**src/rtl/mem_port_arbiter.sv**
```systemverilog
// Arbitrates fetch, data and loader requests onto one fixed-latency memory port.
// Optional ARB_RR_EN: round-robin between data and fetch (loader keeps top priority).
// state | meaning
// IDLE  | arbitrate pending requests, latch winner into issue registers
// ISSUE | mem_req strobe for exactly one cycle
// WAIT  | read latency countdown, capture mem_rdata at zero
// DONE  | one-cycle done pulse to the winner
module mem_port_arbiter #(
  parameter int MEM_LAT = 1
) (
  input  logic        clk,
  input  logic        nrst,
  input  logic        if_req,
  input  logic [31:0] if_addr,
  output logic [31:0] if_rdata,
  output logic        if_done,
  input  logic        d_req,
  input  logic        d_we,
  input  logic [31:0] d_addr,
  input  logic [63:0] d_wdata,
  input  logic [7:0]  d_wmask,
  output logic [31:0] d_rdata,
  output logic        d_done,
  input  logic        ld_req,
  input  logic [31:0] ld_addr,
  input  logic [63:0] ld_wdata,
  input  logic [7:0]  ld_wmask,
  output logic        ld_done,
  output logic        mem_req,
  output logic        mem_we,
  output logic [31:0] mem_addr,
  output logic [63:0] mem_wdata,
  output logic [7:0]  mem_wmask,
  input  logic [31:0] mem_rdata,
  output logic        stall
);
  typedef enum logic [1:0] {S_IDLE, S_ISSUE, S_WAIT, S_DONE} state_t;
  typedef enum logic [1:0] {ID_IF, ID_D, ID_LD} id_t;

  localparam logic [2:0] CNT_INIT = 3'(MEM_LAT - 1);

  state_t      state_q, state_d;
  id_t         id_q, id_d, gnt_id;
  logic        we_q, we_d;
  logic [31:0] addr_q, addr_d;
  logic [63:0] wdata_q, wdata_d;
  logic [7:0]  wmask_q, wmask_d;
  logic [2:0]  cnt_q, cnt_d;
  logic [31:0] rdata_q, rdata_d;
  logic        mem_req_q, if_done_q, d_done_q, ld_done_q;
  logic        any_req;

  assign any_req = ld_req | d_req | if_req;

`ifdef ARB_RR_EN
  logic last_d_q;  // 1 = data won the last data/fetch grant
`endif

  always_comb begin
    gnt_id = ID_IF;
    if (ld_req) gnt_id = ID_LD;
`ifdef ARB_RR_EN
    else if (d_req && !(if_req && last_d_q)) gnt_id = ID_D;
`else
    else if (d_req) gnt_id = ID_D;
`endif
  end

  always_comb begin
    state_d = state_q;
    id_d    = id_q;
    we_d    = we_q;
    addr_d  = addr_q;
    wdata_d = wdata_q;
    wmask_d = wmask_q;
    cnt_d   = cnt_q;
    rdata_d = rdata_q;
    case (state_q)
      S_IDLE: begin
        if (any_req) begin
          id_d    = gnt_id;
          state_d = S_ISSUE;
          case (gnt_id)
            ID_LD: begin
              we_d = 1'b1; addr_d = ld_addr; wdata_d = ld_wdata; wmask_d = ld_wmask;
            end
            ID_D: begin
              we_d = d_we; addr_d = d_addr; wdata_d = d_wdata; wmask_d = d_wmask;
            end
            default: begin
              we_d = 1'b0; addr_d = if_addr; wdata_d = '0; wmask_d = '0;
            end
          endcase
        end
      end
      S_ISSUE: begin
        if (we_q) begin
          state_d = S_DONE;
        end else begin
          cnt_d   = CNT_INIT;
          state_d = S_WAIT;
        end
      end
      S_WAIT: begin
        if (cnt_q == 3'd0) begin
          rdata_d = mem_rdata;
          state_d = S_DONE;
        end else begin
          cnt_d = cnt_q - 3'd1;
        end
      end
      default: state_d = S_IDLE;
    endcase
  end

  // Done pulses and strobe are flopped from the next state so they line up with it.
  always_ff @(posedge clk) begin
    if (nrst) begin
      state_q   <= S_IDLE;
      id_q      <= ID_IF;
      we_q      <= 1'b0;
      addr_q    <= '0;
      wdata_q   <= '0;
      wmask_q   <= '0;
      cnt_q     <= '0;
      rdata_q   <= '0;
      mem_req_q <= 1'b0;
      if_done_q <= 1'b0;
      d_done_q  <= 1'b0;
      ld_done_q <= 1'b0;
    end else begin
      state_q   <= state_d;
      id_q      <= id_d;
      we_q      <= we_d;
      addr_q    <= addr_d;
      wdata_q   <= wdata_d;
      wmask_q   <= wmask_d;
      cnt_q     <= cnt_d;
      rdata_q   <= rdata_d;
      mem_req_q <= (state_d == S_ISSUE);
      if_done_q <= (state_d == S_DONE) && (id_q == ID_IF);
      d_done_q  <= (state_d == S_DONE) && (id_q == ID_D);
      ld_done_q <= (state_d == S_DONE) && (id_q == ID_LD);
    end
  end

`ifdef ARB_RR_EN
  always_ff @(posedge clk) begin
    if (nrst) last_d_q <= 1'b0;
    else if ((state_q == S_IDLE) && any_req && !ld_req) last_d_q <= (gnt_id == ID_D);
  end
`endif

  assign mem_req   = mem_req_q;
  assign mem_we    = we_q;
  assign mem_addr  = addr_q;
  assign mem_wdata = wdata_q;
  assign mem_wmask = wmask_q;
  assign if_rdata  = rdata_q;
  assign d_rdata   = rdata_q;
  assign if_done   = if_done_q;
  assign d_done    = d_done_q;
  assign ld_done   = ld_done_q;
  assign stall     = (if_req & ~if_done_q) | (d_req & ~d_done_q);
endmodule

```
**config.mk**
```make
export PLATFORM = sky130hd
export DESIGN_NAME = mem_port_arbiter
export DESIGN_NICKNAME = d
export VERILOG_FILES = /design/src/rtl/mem_port_arbiter.sv
export SDC_FILE = /design/constraint.sdc
export NUM_CORES = 1
export LEC_CHECK = 0
export CAP_MARGIN = 20
export CORE_AREA = 5 5 171 173
export CTS_BUF_LIST = sky130_fd_sc_hd__clkbuf_4
export DETAILED_ROUTE_END_ITERATION = 7
export DIE_AREA = 0 0 176 178
export DONT_BUFFER_PORTS = 1
export MAX_ROUTING_LAYER = met4
export PLACE_DENSITY = 0.41
export SYNTH_ARGS = -nofsm -noshare
export SYNTH_HDL_FRONTEND = slang
export SYNTH_SLANG_ARGS = --single-unit
export TNS_END_PERCENT = 100
```
**constraint.sdc**
```tcl
create_clock -name clk -period 1.7 [get_ports clk]
set_input_delay 0.085 -clock clk [delete_from_list [all_inputs] [get_ports clk]]
set_output_delay 0.085 -clock clk [all_outputs]
set_load 0.005 [all_outputs]
```
==> Word-level counts from Yosys, hierarchy flattened <==
Cells that the tools add are included.
{ "word_totals": {"output_inout_bits": 174, "latchBits": 0, "rom_bits": 0, "mem_count": 0, "reg_bits": 148, "input_bits": 278, "elab_cells": 53, "ramBits": 0} }
{ "op_classes": {"n_mul": 0, "bitwise": 7, "shift": 0, "add_sub_neg": 1, "n_mux": 13, "div": 0, "magnitude_cmp": 0, "n_reduce_logical": 10, "n_eq_ne": 10} }
{ "op_table": {"columns": ["operator", "count"], "rows": [
  ["$pmux 64 s2", 1],
  ["$pmux 32 s2", 1],
  ["$pmux 8 s2", 1],
  ["$eq 2x1->1 const B", 4],
  ["$eq 2x2->1 const B", 4],
  ["$mux 2", 3],
  ["$mux 3", 2],
  ["$pmux 2 s3", 1],
  ["$pmux 3 s2", 1],
  ["$logic_not 2->1", 2],
  ["$ne 2x2->1 const B", 2],
  ["$reduce_and 2->1", 2],
  ["$logic_and 1x1->1", 3],
  ["$logic_not 3->1", 1],
  ["$or 1x1->1", 3],
  ["$reduce_and 3->1", 1],
  ["$sub 3x1->3 const B", 1],
  ["$and 1x1->1", 2],
  ["$mux 1", 2],
  ["$not 1->1", 2],
  ["$pmux 1 s2", 1],
  ["$reduce_bool 2->1", 1]
]} }

==> Logic depth before layout (Yosys ltp) <==
Gate-level depths: netlist of the first run.
{ "logic_depth": {"word_depth": 6, "depth_mapped": 8, "mapped_depth_nobuf": 5} }

==> Worst setup path after synthesis of the first run <==
No wires, ideal clock.
{ "synth_timing": {"path_type": "flip-flop to flip-flop", "startpoint": "reg state_q[0]", "endpoint": "reg cnt_q[0]", "arrival_time_ns": 1.339, "period_less_slack_ns": 1.471, "stages_incl_launch_ff": 8, "setup_slack_ns": 0.229, "path_cell_list": "dfxtp_1 > inv_1 > ha_1 > buf_2 > and3b_1 > clkbuf_1 > o31ai_1 > a21oi_1"} }
{ "synth_between": {"elab_chain_cells": 3} }
{ "synth_lines": {"columns": ["element", "line_no", "text"], "rows": [
  ["start: declaration", "42", "state_t state_q, state_d;"],
  ["start signal: assignment", "132", "state_q <= state_d;"],
  ["$eq 2x2->1 / $eq 2x1->1 (equally long branches)", "78", "case (state_q)"],
  ["$ne 2x2->1 (no source line) / $reduce_bool 2->1 (equally long branches)", null, null],
  ["$reduce_and 3->1 (no source line)", null, null],
  ["end signal: assignment", "138", "cnt_q <= cnt_d;"],
  ["end: declaration", "48", "logic [2:0] cnt_q, cnt_d;"]
]} }
Several ways; a longest one is shown, not always the timed one.
A chain may end at the register's enable or synchronous reset.

==> Worst setup path in the final report of the first run <==
{ "layout_timing": {"startpoint": "reg state_q[0]", "endpoint": "reg addr_q[11] (netlist: mem_addr[11])"} }
{ "layout_between": {"elab_chain_cells": 2} }
{ "layout_lines": {"columns": ["element", "line_no", "text"], "rows": [
  ["$logic_not 2->1", "78", null],
  ["$reduce_and 2->1 (no source line)", null, null],
  ["end signal: assignment", "135", "addr_q <= addr_d;"],
  ["end: declaration", "45", "logic [31:0] addr_q, addr_d;"]
]} }
Every way passes these cells.

==> results of run 1 <==
metrics by stage:
| stage | total power [W] | hold WS (ns) | setup slack, ns |
|---|---|---|---|
| 2_1_floorplan | 0.00777 | 0.221 | 0.229 |
| 3_3_place_gp | 0.00878 | 0.173 | 0.120 |
| 3_5_place_dp | 0.00881 | 0.171 | 0.0634 |
| 4_1_cts | 0.0115 | -0.485 | 0.0173 |
| 5_1_grt | 0.0122 | -0.496 | 0.0122 |
| 6_report | 0.0113 | -0.384 | 0.136 |
state kept, by name, indices dropped and copies added (netlist names), 2 cells and up:
register	flops
state_q	2
id_q	2
mem_wmask	8
d_rdata	32
mem_wdata	64
mem_addr	32
cnt_q	3
what timing repair did:
item                       CTS  global route
buffers inserted             0             0
hold buffers                27            27
hold endpoints to repair   148           147
setup endpoints to repair    0            33
gates resized for setup      0             4
cells in the mapped netlist, types with 9 or more instances:
cell        n  area, um2
and2_0     30        188
and3b_1    73        639
and2_1     43        269
o21ai_1     9       45.0
mux2_2     32        360
a21oi_1   108        541
o21ai_0    98        490
clkbuf_1   46        173
buf_4      38        285
nand3b_1   34        255
dfxtp_1   148       2960
mux2i_1    32        320
nand2_1   142        533
buf_2      20        100
placed cells by master, fill, tap and decap left out, types with 2 or more instances in the layout:
| cell | n |
|---|---|
| a21o_1 | 2 |
| a21oi_1 | 108 |
| and2_0 | 30 |
| and2_1 | 43 |
| and3b_1 | 73 |
| buf_12 | 4 |
| buf_4 | 4 |
| buf_6 | 2 |
| bufinv_16 | 2 |
| clkbuf_4 | 17 |
| clkinv_4 | 2 |
| dfxtp_1 | 147 |
| diode_2 | 5 |
| dlygate4sd3_1 | 54 |
| ha_1 | 5 |
| inv_1 | 6 |
| inv_6 | 5 |
| inv_8 | 5 |
| mux2_2 | 32 |
| mux2i_1 | 32 |
| nand2_1 | 142 |
| nand2b_1 | 2 |
| nand3b_1 | 34 |
| nor2_1 | 3 |
| nor4_1 | 2 |
| nor4b_1 | 2 |
| o21ai_0 | 98 |
| o21ai_1 | 9 |
| o31ai_1 | 2 |
worst max path at each step:
stage                                from                         end  slack [ns]  cells after the start
floorplan           state_q[0]$_SDFF_PP0_       cnt_q[0]$_SDFFE_PP0P_        0.23                      7
global placement    state_q[0]$_SDFF_PP0_  mem_wdata[61]$_SDFFE_PP0P_        0.12                      6
detailed placement  state_q[0]$_SDFF_PP0_  mem_wdata[58]$_SDFFE_PP0P_        0.06                      6
CTS                 state_q[0]$_SDFF_PP0_  mem_wdata[58]$_SDFFE_PP0P_        0.02                      6
global route        state_q[0]$_SDFF_PP0_          ld_done$_SDFF_PP0_        0.01                      5
finish              state_q[0]$_SDFF_PP0_   mem_addr[11]$_SDFFE_PP0P_        0.14                      6
kinds of logic after synthesis:
family	count (synthesis)
simple gates	338
buf+inv	116
mux	64
compound gates	223
flops	148
fa+ha+maj	6
critical path: stages (launching register included):
cell	delay, ns
dfxtp_1	0.37
inv_1	0.12
ha_4	0.20
o31ai_4	0.12
or2_2	0.32
buf_12	0.17
o21ai_0	0.19
report_power, final:
| part | switching (W) | leakage (nW) | internal, W | total, W |
|---|---|---|---|---|
| registers | 0.000920 | 1.21 | 0.00437 | 0.00529 |
| clock network | 0.00152 | 0.169 | 0.000948 | 0.00247 |
| logic | 0.00211 | 1.81 | 0.00139 | 0.00350 |
| total | 0.00455 | 3.20 | 0.00671 | 0.0113 |
metal layers:
| metal | vias up | part of all wire [%] | GRT usage, % |
|---|---|---|---|
| met3 | 21 | 8.4 | 5.57 |
| met1 | 2798 | 38 | 16.6 |
| li1 | 2980 | - | - |
| met2 | 294 | 52 | 26.8 |
| met4 | 0 | 1.9 | 4.68 |
| met5 | - | 0 | - |
layout make-up:
cell class              instances  area (um2)
flip-flops and latches        148        2960
clock buffers                  17         128
multi-input cells             631        3900
clock inverters                15         181
fillers                      2964       19200
diodes                          5        12.5
repair buffers                 64         673
inverters                       6        22.5
well taps                     346         433
==> results.md, run 1 <==
- R2R Path Start: state_q[0]$_SDFF_PP0_
- R2R cell count: 6
- Final WL: 25200 um
- Synthesized Nets: 1179
- Avg WL per Cell: 20.4 um
- Initial antenna violation count: 5
- Die height: 178 um
- Cell Count Post-Placement: 1141
- Final setup fails: 0
- CTS Buf Count: 17
- Share of cells above drive strength 1: 8.74%
- Placer Congestion: 0.730
- Clock Pin Slew Worst Setup and Hold Paths: 0.16 ns
- Flip-flop and latch count after synthesis: 148
- Die area: 31300 um2
- Max FO, Critical Path: 32
- Gr usage total: 15.4%
- Total gr overflow: 0
- Core Box Area: 27500 um2
- Final hold vios: 147
- Max H-tree Level: 4
- Fraction of registers with async set/reset: 0%
- Die width: 176 um
- Reg2Reg Setup Slack: 0.14 ns
- Hold Path Depth: 1
- Failing checks: negative hold slack
- Clock Tree Buf Depth: 2
- Final nets: 1152
- Via density: 4.95
- Worst hold endpoint: mem_wdata[2]$_SDFFE_PP0P_
- Fin. max-slew vios: 0
- Worst clock skew: 0.0215 ns
- Synth Area in XOR/XNOR: 0%
- Clock Latency Late Sink: 0.54 ns
- Largest family of logic cells by synthesized area: simple AND/OR/NAND/NOR gates
- Post-synthesis mux area share: 9.12%
- IO Port Bufs: 0
- Sequential share of the synthesized area: 39.7%
- Synthesized area: 7460 um2
- Final min period: 1.56 ns
- Cell variety after synth: 35
- Final core utilization: 30.3%
- Top_reg_cell synth: dfxtp_1
- Io pins: 452
- CTS tree: done
- Compound-Gate Fraction of Synth Area: 15.4%
- Initial DRC count: 224
- Area Growth Syn to Fin: 11.5%
- 1st-pass router iterations: 5
- Max Freq: 640 MHz
- WP data arrival: 2.04 ns
- Reg2reg end: mem_addr[11]$_SDFFE_PP0P_
- CP Capture Type: flip-flop
- Clock sinks: 148
- Slew @ Worst Pin: 0.384 ns
- Vias in the first global route: 5964
- Unrepaired setup endpoints after global routing: false
- # DRC: 0
- Hold WC Path Type: input port to flip-flop
- Max Cap Violations: 0
- Adder-Cell Fraction of Synth Area: 1.01%
- Initial Util: 27.1%
- Status: finished, violations left
- Vias: 6093
- Rows: 61
- Period utilization: 92.0%
- Setup crit start kind: flip-flop
- Ys Warns: 0
- Clock root buffer: clkbuf_4
- Number of synthesized flops with an enable pin: 0
- Hold_sp: nrst
- Final hold slack: -0.384 ns
- Pleak: 3.20 nW
- CP required: 2.17 ns
- Post-Layout Cell Count: 1232
- Post-Syn Instances: 895
- Global-route wire length before repair: 36100 um
- Relative slew slack: 74.1%
- P per Cell Area: 1350 nW/um2
- Syn Area/Cell: 8.33 um2
- Post-Synth Simple-Gate Area: 26.6%
- Setup TNS: 0 ns
- Largest net degree at the start of global routing: 181
- VDD IR-drop max: 1010 uV
- ANT nets after route: 0
- Crit Path Class: flip-flop to flip-flop
- Detailed placement HPWL: 17400 um
- Dpl cell area: 7440 um2
- Post-Layout Inst Area: 8320 um2
No activity file was read; power rests on OpenSTA's default activity.
==> run 2, diff against run 1 <==
--- a/config.mk
+++ b/config.mk
@@ -13,6 +13,7 @@
 export DONT_BUFFER_PORTS = 1
 export MAX_ROUTING_LAYER = met4
 export PLACE_DENSITY = 0.41
+export REMOVE_ABC_BUFFERS = 1
 export SYNTH_ARGS = -nofsm -noshare
 export SYNTH_HDL_FRONTEND = slang
 export SYNTH_SLANG_ARGS = --single-unit
==> run 2 against run 1 <==
  * The run still ends with negative hold slack left
  * First-iteration DRC count is 3.1% lower
  * Utilization is 0.28 points higher
  * Hold slack worse by 0.017 ns
  * Design area is 0.93% higher
  * Register-to-register slack worse by 0.10 ns
  * Global-route usage is 0.55 points higher
  * Combinational power is 2% higher
  * Critical endpoint is now ld_done$_SDFF_PP0_
  * Largest cell class unchanged
==> results.md, run 2 (same netlist as run 1, synthesis figures left out) <==
- Final nets: 1160 (was 1152)
- Initial antenna violation count: 1 (was 5)
- Critical Path Max Stage Delay: 0.55 ns (was 0.37 ns)
- Clock Tree Buf Depth: 2 (unchanged)
- CP required: 2.13 ns (was 2.17 ns)
- Placer Congestion: 0.711 (was 0.730)
- # DRC: 0 (unchanged)
- Die width: 176 um (unchanged)
- Post-Layout Cell Count: 1235 (was 1232)
- Largest net degree at the start of global routing: 181 (unchanged)
- Hold WC Path Type: input port to flip-flop (unchanged)
- Max FO, Critical Path: 4 (was 32)
- Global-route wire length before repair: 37300 um (was 36100 um)
- Io pins: 452 (unchanged)
- Failing checks: negative hold slack (unchanged)
- CTS tree: done (unchanged)
- Share of cells above drive strength 1: 8.90% (was 8.74%)
- Final WL: 26000 um (was 25200 um)
- Setup crit start kind: flip-flop (unchanged)
- Total gr overflow: 0 (unchanged)
- CP Capture Type: flip-flop (unchanged)
- CP top delay family: buffers and inverters (was flip-flops)
- Relative slew slack: 71.9% (was 74.1%)
- Avg WL per Cell: 21.1 um (was 20.4 um)
- Period utilization: 97.9% (was 92.0%)
- Slew @ Worst Pin: 0.417 ns (was 0.384 ns)
- Cell Count Post-Placement: 1141 (unchanged)
- Crit Path Class: flip-flop to flip-flop (unchanged)
- Initial DRC count: 217 (was 224)
- Die height: 178 um (unchanged)
- Via density: 4.96 (was 4.95)
- Clock Pin Slew Worst Setup and Hold Paths: 0.16 ns (about the same)
- Crit path buf inv count: 1 (was 2)
- Vias: 6124 (was 6093)
- Max FFs per register: 64 (unchanged)
- Max Freq: 601 MHz (was 640 MHz)
- VDD IR-drop max: 929 uV (was 1010 uV)
- P per Cell Area: 1340 nW/um2 (was 1350 nW/um2)
- Clock root buffer: clkbuf_4 (unchanged)
- ANT nets after route: 0 (unchanged)
- WP data arrival: 2.09 ns (was 2.04 ns)
- 1st-pass router iterations: 5 (unchanged)
- IO Port Bufs: 0 (unchanged)
- Critical-path top delay cell: dlygate4sd3_1 (was dfxtp_1)
- Area Growth Syn to Fin: 12.5% (was 11.5%)
- CTS Buf Count: 17 (unchanged)
- Setup Fix Bufs, Post-CTS: 0 (unchanged)
- Final hold vios: 144 (was 147)
- Final setup fails: 0 (unchanged)
- Critical-path cell list: ha_1 -> nor2_1 -> dlygate4sd3_1 -> nand2_1 -> nor4b_1 (was inv_1 -> ha_4 -> o31ai_4 -> or2_2 -> buf_12 -> o21ai_0)
- Die area: 31300 um2 (unchanged)
- Final min period: 1.66 ns (was 1.56 ns)
- Vias in the first global route: 6184 (was 5964)
- Gr usage total: 16.0% (was 15.4%)
- Worst clock skew: 0.0235 ns (was 0.0215 ns)
- Core Box Area: 27500 um2 (unchanged)
- Most frequent cells in the layout: dfxtp_1, nand2_1, a21oi_1 (unchanged)
- Most common cell after layout, fill and taps aside: dfxtp_1 (unchanged)
- Clock sinks: 148 (unchanged)
- Max Cap Violations: 0 (unchanged)
- Detailed placement HPWL: 18100 um (was 17400 um)
- Max H-tree Level: 4 (unchanged)
- Status: finished, violations left (unchanged)
- Initial Util: 27.1% (unchanged)
- Fin. max-slew vios: 0 (unchanged)
- Rows: 61 (unchanged)
- Pleak: 3.23 nW (was 3.20 nW)
- Clock Latency Late Sink: 0.53 ns (was 0.54 ns)
- Unrepaired setup endpoints after global routing: true (was false)
- Final hold slack: -0.401 ns (was -0.384 ns)
- Final core utilization: 30.6% (was 30.3%)
[run 2: cell count changes in the layout (fill, tap and decap cells not counted), moves of 2 or more]
| cell | delta |
|---|---|
| buf_6 | -2 |
| clkbuf_4 | +2 |
| clkinvlp_4 | +2 |
| inv_8 | -5 |
| diode_2 | -4 |
| dlygate4sd3_1 | +7 |
[run 2: worst reg2reg max path, cell delays in order, from the launching register on]
cell and delay, ns:
dfxtp_2 0.36, ha_1 0.23, nor2_1 0.10, dlygate4sd3_1 0.55, nand2_1 0.10, nor4b_1 0.24
[run 2: routing by layer]
metal  GRT usage (%)  vias up  wire length [um]  part of all wire [%]
met5               -        -                 0                     0
met4            5.23        0               518                   2.0
li1                -     2987                 -                     -
met2            27.9      317             13300                    51
met1            17.8     2784             10400                    40
met3            4.15       36              1800                   6.9
[run 2: metrics by stage]
step	TNS, ns	hold WS [ns]	setup slack (ns)	power, W	cell area (um2)
after floorplan	-151.40	0.154	-1.73	0.00715	6880
after global placement	0	0.167	0.150	0.00884	7450
after detailed placement	0	0.169	0.0785	0.00887	7450
after CTS	0	-0.488	0.0430	0.0115	8290
after global routing	-0.0769	-0.503	-0.0435	0.0121	8390
final	0	-0.401	0.0359	0.0113	8390
[run 2: path summary, 6_finish.rpt]
path | from | to | slack, ns | cells past startpoint
worst max register to register | state_q[0]$_SDFF_PP0_ | ld_done$_SDFF_PP0_ | 0.04 | 5
worst max-delay path | state_q[0]$_SDFF_PP0_ | ld_done$_SDFF_PP0_ | 0.04 | 5
worst min register to register | cnt_q[1]$_SDFFE_PP0P_ | cnt_q[1]$_SDFFE_PP0P_ | 0.48 | 2
worst min-delay path | nrst | d_rdata[7]$_SDFFE_PP0P_ | -0.40 | 1
[run 2: layout make-up]
type                            instances  area [um2]
Clock inverter                         12         145
Timing Repair Buffer                   72         776
Tap cell                              346         433
Antenna cell                            1        2.50
Sequential cell                       148        2960
Multi-Input combinational cell        631        3910
Inverter                                6        22.5
Clock buffer                           19         143
Fill cell                            2982       19100
[run 2: power breakdown]
group          internal, W  leakage (nW)  total [W]  switching, W
Combinational      0.00141          1.86    0.00357       0.00216
Clock             0.000930         0.151    0.00236       0.00143
Sequential         0.00437          1.21    0.00534      0.000968
Total              0.00671          3.23     0.0113       0.00456
[run 2: timing repair]
action | in CTS | in global routing
setup endpoints to repair | 0 | 17
endpoints found under the hold margin | 148 | 144
resized for setup | 0 | 3
hold buffers | 54 | 8
==> run 3, diff against run 2 <==
--- a/config.mk
+++ b/config.mk
@@ -14,6 +14,7 @@
 export MAX_ROUTING_LAYER = met4
 export PLACE_DENSITY = 0.41
 export REMOVE_ABC_BUFFERS = 1
+export SETUP_SLACK_MARGIN = 0.4
 export SYNTH_ARGS = -nofsm -noshare
 export SYNTH_HDL_FRONTEND = slang
 export SYNTH_SLANG_ARGS = --single-unit
==> run 3 against run 2 <==
  * The flow still finishes with violations (negative hold slack)
  * Maximum frequency rose by 15%
  * Combinational power rose by 71%
  * Setup slack improved by 0.22 ns
  * Critical path depth rose by 1
  * Clock power barely moved
  * Clock skew rose by 0.0037 ns
  * Sequential power rose by 2%
  * Clock-buffer cell count did not move
  * Wire length rose by 11%
  * Hold slack barely moved
  * First-iteration DRC count fell by 5.5%
  * Total power rose by 23%
==> results.md, run 3 (same netlist as run 1, synthesis figures left out) <==
- Pleak: 3.64 nW (was 3.23 nW)
- Most frequent cells in the layout: dfxtp_1, nand2_1, a21oi_1 (unchanged)
- Worst clock skew: 0.0272 ns (was 0.0235 ns)
- Placer Congestion: 0.711 (unchanged)
- Final setup fails: 0 (unchanged)
- Hold WC Path Type: input port to flip-flop (unchanged)
- Vias: 6264 (was 6124)
- Die width: 176 um (unchanged)
- Die area: 31300 um2 (unchanged)
- CP Capture Type: flip-flop (unchanged)
- Final nets: 1188 (was 1160)
- Most common cell after layout, fill and taps aside: dfxtp_1 (unchanged)
- Io pins: 452 (unchanged)
- R2R Path Start: state_q[1]$_SDFF_PP0_ (was state_q[0]$_SDFF_PP0_)
- Share of cells above drive strength 1: 21.5% (was 8.90%)
- Unrepaired setup endpoints after global routing: true (unchanged)
- P per Cell Area: 1500 nW/um2 (was 1340 nW/um2)
- Clock Pin Slew Worst Setup and Hold Paths: 0.16 ns (about the same)
- Setup crit start: state_q[1]$_SDFF_PP0_ (was state_q[0]$_SDFF_PP0_)
- Critical Path Max Stage Delay: 0.37 ns (was 0.55 ns)
- Critical-path cell list: inv_4 -> ha_4 -> o31ai_4 -> or2_4 -> clkbuf_16 -> o21ai_1 (was ha_1 -> nor2_1 -> dlygate4sd3_1 -> nand2_1 -> nor4b_1)
- Filler cell count: 2895 (was 2982)
- R2R cell count: 6 (was 5)
- Vias in the first global route: 6187 (was 6184)
- Critical-path top delay cell: dfxtp_2 (was dlygate4sd3_1)
- Slew @ Worst Pin: 0.477 ns (was 0.417 ns)
- Clock Latency Late Sink: 0.54 ns (was 0.53 ns)
- Final WL: 28900 um (was 26000 um)
- CP required: 2.16 ns (was 2.13 ns)
- Die height: 178 um (unchanged)
- Crit path buf inv count: 2 (was 1)
- Initial Util: 27.1% (unchanged)
- Cell Count Post-Placement: 1141 (unchanged)
- Period utilization: 85.1% (was 97.9%)
- Total gr overflow: 0 (unchanged)
- Reg2Reg Setup Slack: 0.25 ns (was 0.04 ns)
- Setup WS post-layout: 0.254 ns (was 0.0359 ns)
- Post-Layout Cell Count: 1263 (was 1235)
- Setup crit start kind: flip-flop (unchanged)
- Total power: 0.0139 W (was 0.0113 W)
- Reg2reg end: mem_addr[7]$_SDFFE_PP0P_ (was ld_done$_SDFF_PP0_)
- Clock root buffer: clkbuf_4 (unchanged)
- Fin. max-slew vios: 0 (unchanged)
- Critical path depth in cells: 6 (was 5)
- CTS Buf Count: 17 (unchanged)
- IO Port Bufs: 0 (unchanged)
- End of the critical path: mem_addr[7]$_SDFFE_PP0P_ (was ld_done$_SDFF_PP0_)
- Max Freq: 692 MHz (was 601 MHz)
- Final hold vios: 148 (was 144)
- Clock Tree Buf Depth: 2 (unchanged)
- 1st-pass router iterations: 4 (was 5)
- Max Cap Violations: 0 (unchanged)
- ANT nets after route: 0 (unchanged)
- Largest net degree at the start of global routing: 181 (unchanged)
- CTS tree: done (unchanged)
- Multi-input logic area: 4280 um2 (was 3910 um2)
- Max H-tree Level: 4 (unchanged)
- Final min period: 1.45 ns (was 1.66 ns)
- WP data arrival: 1.90 ns (was 2.09 ns)
- CP top delay family: flip-flops (was buffers and inverters)
- Failing checks: negative hold slack (unchanged)
- Via density: 4.96 (about the same)
- Max FO, Critical Path: 16 (was 4)
- Setup TNS: 0 ns (unchanged)
- Global-route wire length before repair: 37500 um (was 37300 um)
- VDD IR-drop max: 679 uV (was 929 uV)
- Area Growth Syn to Fin: 24.5% (was 12.5%)
- Final hold slack: -0.401 ns (about the same)
- Avg WL per Cell: 22.8 um (was 21.1 um)
- Initial DRC count: 205 (was 217)
- Post-place setup slack: 0.0785 ns (unchanged)
- Clock sinks: 148 (unchanged)
- Detailed placement HPWL: 18100 um (unchanged)
- Rows: 61 (unchanged)
- Area occupied by registers: 2970 um2 (was 2960 um2)
- Hold Path Depth: 1 (unchanged)
- Crit Path Class: flip-flop to flip-flop (unchanged)
- Core Box Area: 27500 um2 (unchanged)
- Initial antenna violation count: 1 (unchanged)
- # DRC: 0 (unchanged)
- Relative slew slack: 68.2% (was 71.9%)
- Final core utilization: 33.8% (was 30.6%)
- Status: finished, violations left (unchanged)
- Max FFs per register: 64 (unchanged)
- Gr usage total: 16.0% (about the same)
## run 3: cell types whose count changed in the layout (fill, tap and decap cells not counted), sizes merged
cell	change
buf	+18
clkbuf	+13
dlygate4sd3	-3
## run 3: routing by layer
| metal | GRT usage [%] | wire, um | part of all wire (%) | vias to the layer above |
|---|---|---|---|---|
| met1 | 17.5 | 11400 | 39 | 2876 |
| met2 | 28.9 | 15400 | 53 | 295 |
| li1 | - | - | - | 3063 |
| met3 | 4.11 | 1650 | 5.7 | 30 |
| met4 | 4.84 | 483 | 1.7 | 0 |
| met5 | - | 0 | 0 | - |
## run 3: what timing repair did
| action | 4_1_cts | 5_1_grt |
|---|---|---|
| hold endpoints to repair | 148 | 148 |
| cloned | 2 | 18 |
| hold buffers | 50 | 8 |
| setup endpoints to repair | 145 | 146 |
| buffers inserted | 7 | 5 |
| resized for setup | 31 | 118 |
| pin swaps | 6 | 62 |
## run 3: worst min-delay path by stage
| stage | from | end | slack [ns] |
|---|---|---|---|
| 6_report | nrst | d_rdata[7]$_SDFFE_PP0P_ | -0.40 |
| 5_1_grt | nrst | d_rdata[25]$_SDFFE_PP0P_ | -0.49 |
| 4_1_cts | nrst | d_rdata[7]$_SDFFE_PP0P_ | -0.49 |
| 3_5_place_dp | nrst | d_rdata[7]$_SDFFE_PP0P_ | 0.17 |
| 3_3_place_gp | nrst | d_rdata[4]$_SDFFE_PP0P_ | 0.17 |
| 2_1_floorplan | nrst | cnt_q[0]$_SDFFE_PP0P_ | 0.15 |
## run 3: cell type report
cell class                      instances  area share, %
Sequential cell                       148           32.0
Timing Repair Buffer                  100           13.9
Inverter                                6          0.296
Antenna cell                            1         0.0270
Tap cell                              346           4.66
Clock inverter                         12           1.56
Multi-Input combinational cell        631           46.1
Clock buffer                           19           1.54
## run 3: per-stage QoR
stage | hold WS [ns] | area, um2
floorplan | 0.154 | 6880
global placement | 0.167 | 7450
detailed placement | 0.169 | 7450
CTS | -0.488 | 8450
global route | -0.493 | 9280
finish | -0.401 | 9280
## run 3: report_power, final
part           switching [W]  total [W]  internal, W
logic                0.00314    0.00609      0.00295
clock network        0.00144    0.00237     0.000930
registers            0.00105    0.00543      0.00438
total                0.00563     0.0139      0.00826
